File: config.mk
export PLATFORM = sky130hd
export DESIGN_NAME = seg7_scan_ctrl
export DESIGN_NICKNAME = d
export VERILOG_FILES = /design/src/rtl/seg7_scan_ctrl.sv
export SDC_FILE = /design/constraint.sdc
export NUM_CORES = 1
export LEC_CHECK = 0
export ABC_AREA = 1
export CAP_MARGIN = 20
export CELL_PAD_IN_SITES_DETAIL_PLACEMENT = 1
export CELL_PAD_IN_SITES_GLOBAL_PLACEMENT = 2
export CORE_UTILIZATION = 36
export CTS_CLUSTER_DIAMETER = 60
export CTS_CLUSTER_SIZE = 28
export DETAILED_ROUTE_END_ITERATION = 8
export GPL_TIMING_DRIVEN = 1
export PLACE_DENSITY = 0.9
export SKIP_LAST_GASP = 1
export SLEW_MARGIN = 0
export SYNTH_ARGS = -nofsm -noshare
export SYNTH_HDL_FRONTEND = slang
export SYNTH_SLANG_ARGS = --single-unit
export TNS_END_PERCENT = 10
File: constraint.sdc
create_clock -name clk -period 5.08 [get_ports clk]
set_input_delay 1.016 -clock clk [delete_from_list [all_inputs] [get_ports clk]]
set_output_delay 1.016 -clock clk [all_outputs]
set_load 0.01 [all_outputs]
File: src/rtl/seg7_scan_ctrl.sv
// Multiplexed 7-segment scan controller with blank/drive dead time
// and frame-boundary double buffering of the display data.
module seg7_scan_ctrl #(
  parameter int N_DIGITS = 4,
  parameter int IDX_W    = 2
) (
  input  logic                  clk,
  input  logic                  rst,
  input  logic                  scan_clk,
  input  logic [4*N_DIGITS-1:0] value_in,
  input  logic [N_DIGITS-1:0]   dp_in,
  input  logic [N_DIGITS-1:0]   blank_in,
  input  logic                  load,
  output logic                  pending,
  output logic [N_DIGITS-1:0]   an,
  output logic [6:0]            seg,
  output logic                  dp,
  output logic                  frame_start
);

  typedef enum logic {BLANK, DRIVE} state_t;

  localparam logic [IDX_W-1:0] LAST = IDX_W'(N_DIGITS - 1);

  logic s1, s2, s3, tick;

  state_t               state_q, state_d;
  logic [IDX_W-1:0]     idx_q, idx_d;
  logic [4*N_DIGITS-1:0] sh_val_q, sh_val_d, ac_val_q, ac_val_d;
  logic [N_DIGITS-1:0]  sh_dp_q, sh_dp_d, ac_dp_q, ac_dp_d;
  logic [N_DIGITS-1:0]  sh_bl_q, sh_bl_d, ac_bl_q, ac_bl_d;
  logic                 pending_d;
  logic [N_DIGITS-1:0]  an_d;
  logic [6:0]           seg_d;
  logic                 dp_d, fs_d;
  logic [3:0]           nib;

  function automatic logic [6:0] dec7(input logic [3:0] h);
    logic [6:0] s;
    s = 7'b1111111;
    case (h)
      4'h0: s = 7'b1000000;
      4'h1: s = 7'b1111001;
      4'h2: s = 7'b0100100;
      4'h3: s = 7'b0110000;
      4'h4: s = 7'b0011001;
      4'h5: s = 7'b0010010;
      4'h6: s = 7'b0000010;
      4'h7: s = 7'b1111000;
      4'h8: s = 7'b0000000;
      4'h9: s = 7'b0010000;
      4'hA: s = 7'b0001000;
      4'hB: s = 7'b0000011;
      4'hC: s = 7'b1000110;
      4'hD: s = 7'b0100001;
      4'hE: s = 7'b0000110;
      4'hF: s = 7'b0001110;
      default: s = 7'b1111111;
    endcase
    return s;
  endfunction

  // scan_clk is asynchronous: two-flop sync, then rising-edge detect
  always_ff @(posedge clk or posedge rst) begin
    if (rst) begin
      s1 <= 1'b0;
      s2 <= 1'b0;
      s3 <= 1'b0;
    end else begin
      s1 <= scan_clk;
      s2 <= s1;
      s3 <= s2;
    end
  end

  assign tick = s2 & ~s3;
  assign nib  = ac_val_q[4*idx_q +: 4];

  always_comb begin
    state_d   = state_q;
    idx_d     = idx_q;
    sh_val_d  = sh_val_q;
    sh_dp_d   = sh_dp_q;
    sh_bl_d   = sh_bl_q;
    ac_val_d  = ac_val_q;
    ac_dp_d   = ac_dp_q;
    ac_bl_d   = ac_bl_q;
    pending_d = pending;
    an_d      = an;
    seg_d     = seg;
    dp_d      = dp;
    fs_d      = 1'b0;
    if (tick) begin
      case (state_q)
        BLANK: begin
          state_d = DRIVE;
          an_d    = '1;
          if (!ac_bl_q[idx_q]) an_d[idx_q] = 1'b0;
          seg_d   = dec7(nib);
          dp_d    = ~ac_dp_q[idx_q];
        end
        DRIVE: begin
          state_d = BLANK;
          an_d    = '1;
          seg_d   = 7'b1111111;
          dp_d    = 1'b1;
          if (idx_q == LAST) begin
            idx_d = '0;
            fs_d  = 1'b1;
            if (pending) begin
              ac_val_d  = sh_val_q;
              ac_dp_d   = sh_dp_q;
              ac_bl_d   = sh_bl_q;
              pending_d = 1'b0;
            end
          end else begin
            idx_d = idx_q + 1'b1;
          end
        end
        default: state_d = BLANK;
      endcase
    end
    // a load in the apply cycle lands after the copy and stays pending
    if (load) begin
      sh_val_d  = value_in;
      sh_dp_d   = dp_in;
      sh_bl_d   = blank_in;
      pending_d = 1'b1;
    end
  end

  always_ff @(posedge clk or posedge rst) begin
    if (rst) begin
      state_q     <= BLANK;
      idx_q       <= '0;
      sh_val_q    <= '0;
      sh_dp_q     <= '0;
      sh_bl_q     <= '1;
      ac_val_q    <= '0;
      ac_dp_q     <= '0;
      ac_bl_q     <= '1;
      pending     <= 1'b0;
      an          <= '1;
      seg         <= 7'b1111111;
      dp          <= 1'b1;
      frame_start <= 1'b0;
    end else begin
      state_q     <= state_d;
      idx_q       <= idx_d;
      sh_val_q    <= sh_val_d;
      sh_dp_q     <= sh_dp_d;
      sh_bl_q     <= sh_bl_d;
      ac_val_q    <= ac_val_d;
      ac_dp_q     <= ac_dp_d;
      ac_bl_q     <= ac_bl_d;
      pending     <= pending_d;
      an          <= an_d;
      seg         <= seg_d;
      dp          <= dp_d;
      frame_start <= fs_d;
    end
  end

endmodule

==> flow_summary.ini <==
[synth]
ys_types = 28
yosys_warnings = 0
synth_cells = 349
avgSynthCellArea_um2 = 9.04
async_flop_share_pct = 100
synth_seq_cells = 68
syn_area_mm2 = 0.00315
synth_edf_count = 0
ys.flop_type = dfrtp_1
synth_fp_nets = 387
ys_seq_area_share_pct = 54.7

[detailed_routing]
drc = 0
postRouteAntennaNets = 0
drt_iter0_drc = 70
wire_per_inst_um = 12.8
vias_per_cell = 4.63
first_pass_iters = 4
route.vias.total = 2307
drt-total-wl_um = 6360

[cts]
cts_setup_buffers = 0
h-tree-depth = 3
cts.reportedPaths.clkPinSlew_ps = 70
cts_inserted_buffers = 9
postCtsResizedCells = 0
cts_tree = yes
cts_hold_buf = 0
root_buffer = clkbuf_8
clock_sinks = 68
cts.path.max_buffers = 2
clock_latency_ps = 330

[critical_path]
cp_slowest_cell = dfstp_2
crit_chain = clkdlybuf4s50_1
max_stage_delay_ps = 550
crit_arrival_ps = 1420
cpLargestDelayFamily = flip-flops
startpoint_type = flop
cp_data_required_time_ps = 4060
cp-end-kind = primary output
cp_max_fo = 2
cp.buffers_inverters = 1
worstSetupPathType = reg2out

[sta]
hold_violations = 0
rsz0062_at_grt = no
skew_ps = 7.49
report.final.slew_viol_count = 0
period_share_pct = 47.9
max_freq_mhz = 411
slew_headroom_pct = 44.1
tns_ps = 0
min_period_ps = 2430
setup_viol = 0
worstMarginPinSlew_ps = 835

[power_and_ir_drop]
power.density_mw_per_mm2 = 562
leakage_nw = 1.76
peakVddDrop_mv = 0.166

[final_layout]
fillers = 1008
multi_input_area_mm2 = 0.00116
antenna_cells = 0
final_nets = 426
regArea_mm2 = 0.00173
area_delta_synth_final_pct = 19.6
layout-drive-gt1-share_pct = 16.8
stdcell_area_mm2 = 0.00377

[global_routing]
grt-ovfl-total = 0
grt_pass1_wl_um = 11200
track_usage_pct = 16.2
antenna_found_initial = 0
grt_max_degree = 50
grt_pass1_vias = 2390

[die]
ios = 42
start_util_pct = 37.8
dieWidth_um = 95.6
die_area_mm2 = 0.00914
row_count = 33
chipHeight_um = 95.6
core_area_mm2 = 0.00834

[worst_hold_path]
hold_path_class = reg2reg

[flow_run]
maxCapViolations = 0

[outcome]
status = completed

[placed_design]
port_buffers = 41
gp_congestion = 0.800
dp_hpwl_um = 4580
dpl-instance-area_mm2 = 0.00361
## path summary, 6_finish.rpt
kind,start,endpoint,slack (ps),cells after the start
max,seg[1],seg[1],2650,1
min,s1,s2,350,0
max reg2reg,idx_q[0],ac_val_q[11],2860,5
min reg2reg,s1,s2,350,0
max in group asynchronous,rst,ac_bl_q[0],3010,3
min in group asynchronous,rst,ac_val_q[3],1120,2
## kinds of logic after synthesis
logic type | after synthesis | synth area share (%)
AND/OR/NAND/NOR | 141 | 20.3
buffers and inverters | 58 | 8.49
adder cells (fa/ha/maj) | 10 | 3.97
AO/OA/AOI/OAI | 72 | 12.5
flip-flops | 68 | 54.7
## registers in the layout, indices dropped and copies added (netlist names)
| signal | count |
|---|---|
| dp | 1 |
| ac_val_q | 16 |
| state_q | 1 |
| ac_dp_q | 4 |
| idx_q | 2 |
| s3 | 1 |
| ac_bl_q | 4 |
| sh_bl_q | 4 |
| sh_dp_q | 4 |
| sh_val_q | 16 |
| seg | 7 |
| s2 | 1 |
| an | 4 |
| pending | 1 |
| frame_start | 1 |
| s1 | 1 |
## cells in the mapped netlist, types with 2 or more instances
library cell / count / share of area [%]
nand2_1: 82 / 9.8
dfrtp_1: 48 / 38
inv_1: 40 / 4.8
o21ai_0: 33 / 5.2
nor2_1: 24 / 2.9
dfstp_2: 20 / 17
o21ai_1: 17 / 2.7
nand3_1: 13 / 2.1
nand2_2: 11 / 2.2
ha_1: 10 / 4.0
a21oi_1: 9 / 1.4
clkbuf_1: 6 / 0.71
buf_6: 5 / 1.8
nand3_2: 5 / 1.6
o21ai_2: 5 / 1.4
a31oi_1: 4 / 0.79
nor2_4: 3 / 1.1
buf_2: 2 / 0.32
buf_4: 2 / 0.48
inv_2: 2 / 0.24
## power by group
group          total (mW)  internal (mW)  switching, mW
Sequential          0.877          0.752          0.125
Combinational       0.859          0.343          0.517
Clock               0.383          0.191          0.192
Total                2.12           1.29          0.834
## metrics by stage
stage | util, % | cells | setup WS (ps) | power (mW) | hold WS [ps]
2_1_floorplan | - | 349 | 2390 | 1.51 | 331
3_3_place_gp | 43.2 | 482 | 2630 | 1.73 | 334
3_5_place_dp | 43.2 | 482 | 2610 | 1.76 | 343
4_1_cts | 45.2 | 498 | 2620 | 2.16 | 358
5_1_grt | 45.2 | 498 | 2600 | 2.32 | 362
6_report | 45.2 | 498 | 2650 | 2.12 | 352
## cell usage in the layout (no fill, tap or decap), types with 5 or more instances in the layout
| cell type | count |
|---|---|
| o21ai_1 | 17 |
| nand2_2 | 11 |
| clkdlybuf4s50_1 | 41 |
| dfrtp_1 | 48 |
| nand2_1 | 82 |
| o21ai_2 | 5 |
| nand3_2 | 5 |
| a21oi_1 | 9 |
| o21ai_0 | 33 |
| ha_1 | 10 |
| nand3_1 | 13 |
| inv_1 | 39 |
| nor2_1 | 24 |
| clkbuf_8 | 10 |
| dfstp_2 | 20 |
## final cells by class
type                            instances  area share, %
Clock buffer                           14           4.05
Clock inverter                          2          0.332
Inverter                               43           4.34
Multi-Input combinational cell        223           30.7
Sequential cell                        68           45.8
Tap cell                              105           3.48
Timing Repair Buffer                   43           11.3
## layer usage
metal | global-route usage [%] | wire length (um) | vias up
li1 | - | - | 1180
met2 | 25.4 | 2960 | 40
met1 | 21.6 | 3130 | 1082
met4 | 5.60 | 59 | 0
met5 | 0 | 0 | -
met3 | 4.31 | 214 | 5
(Power assumes the default switching activity.)
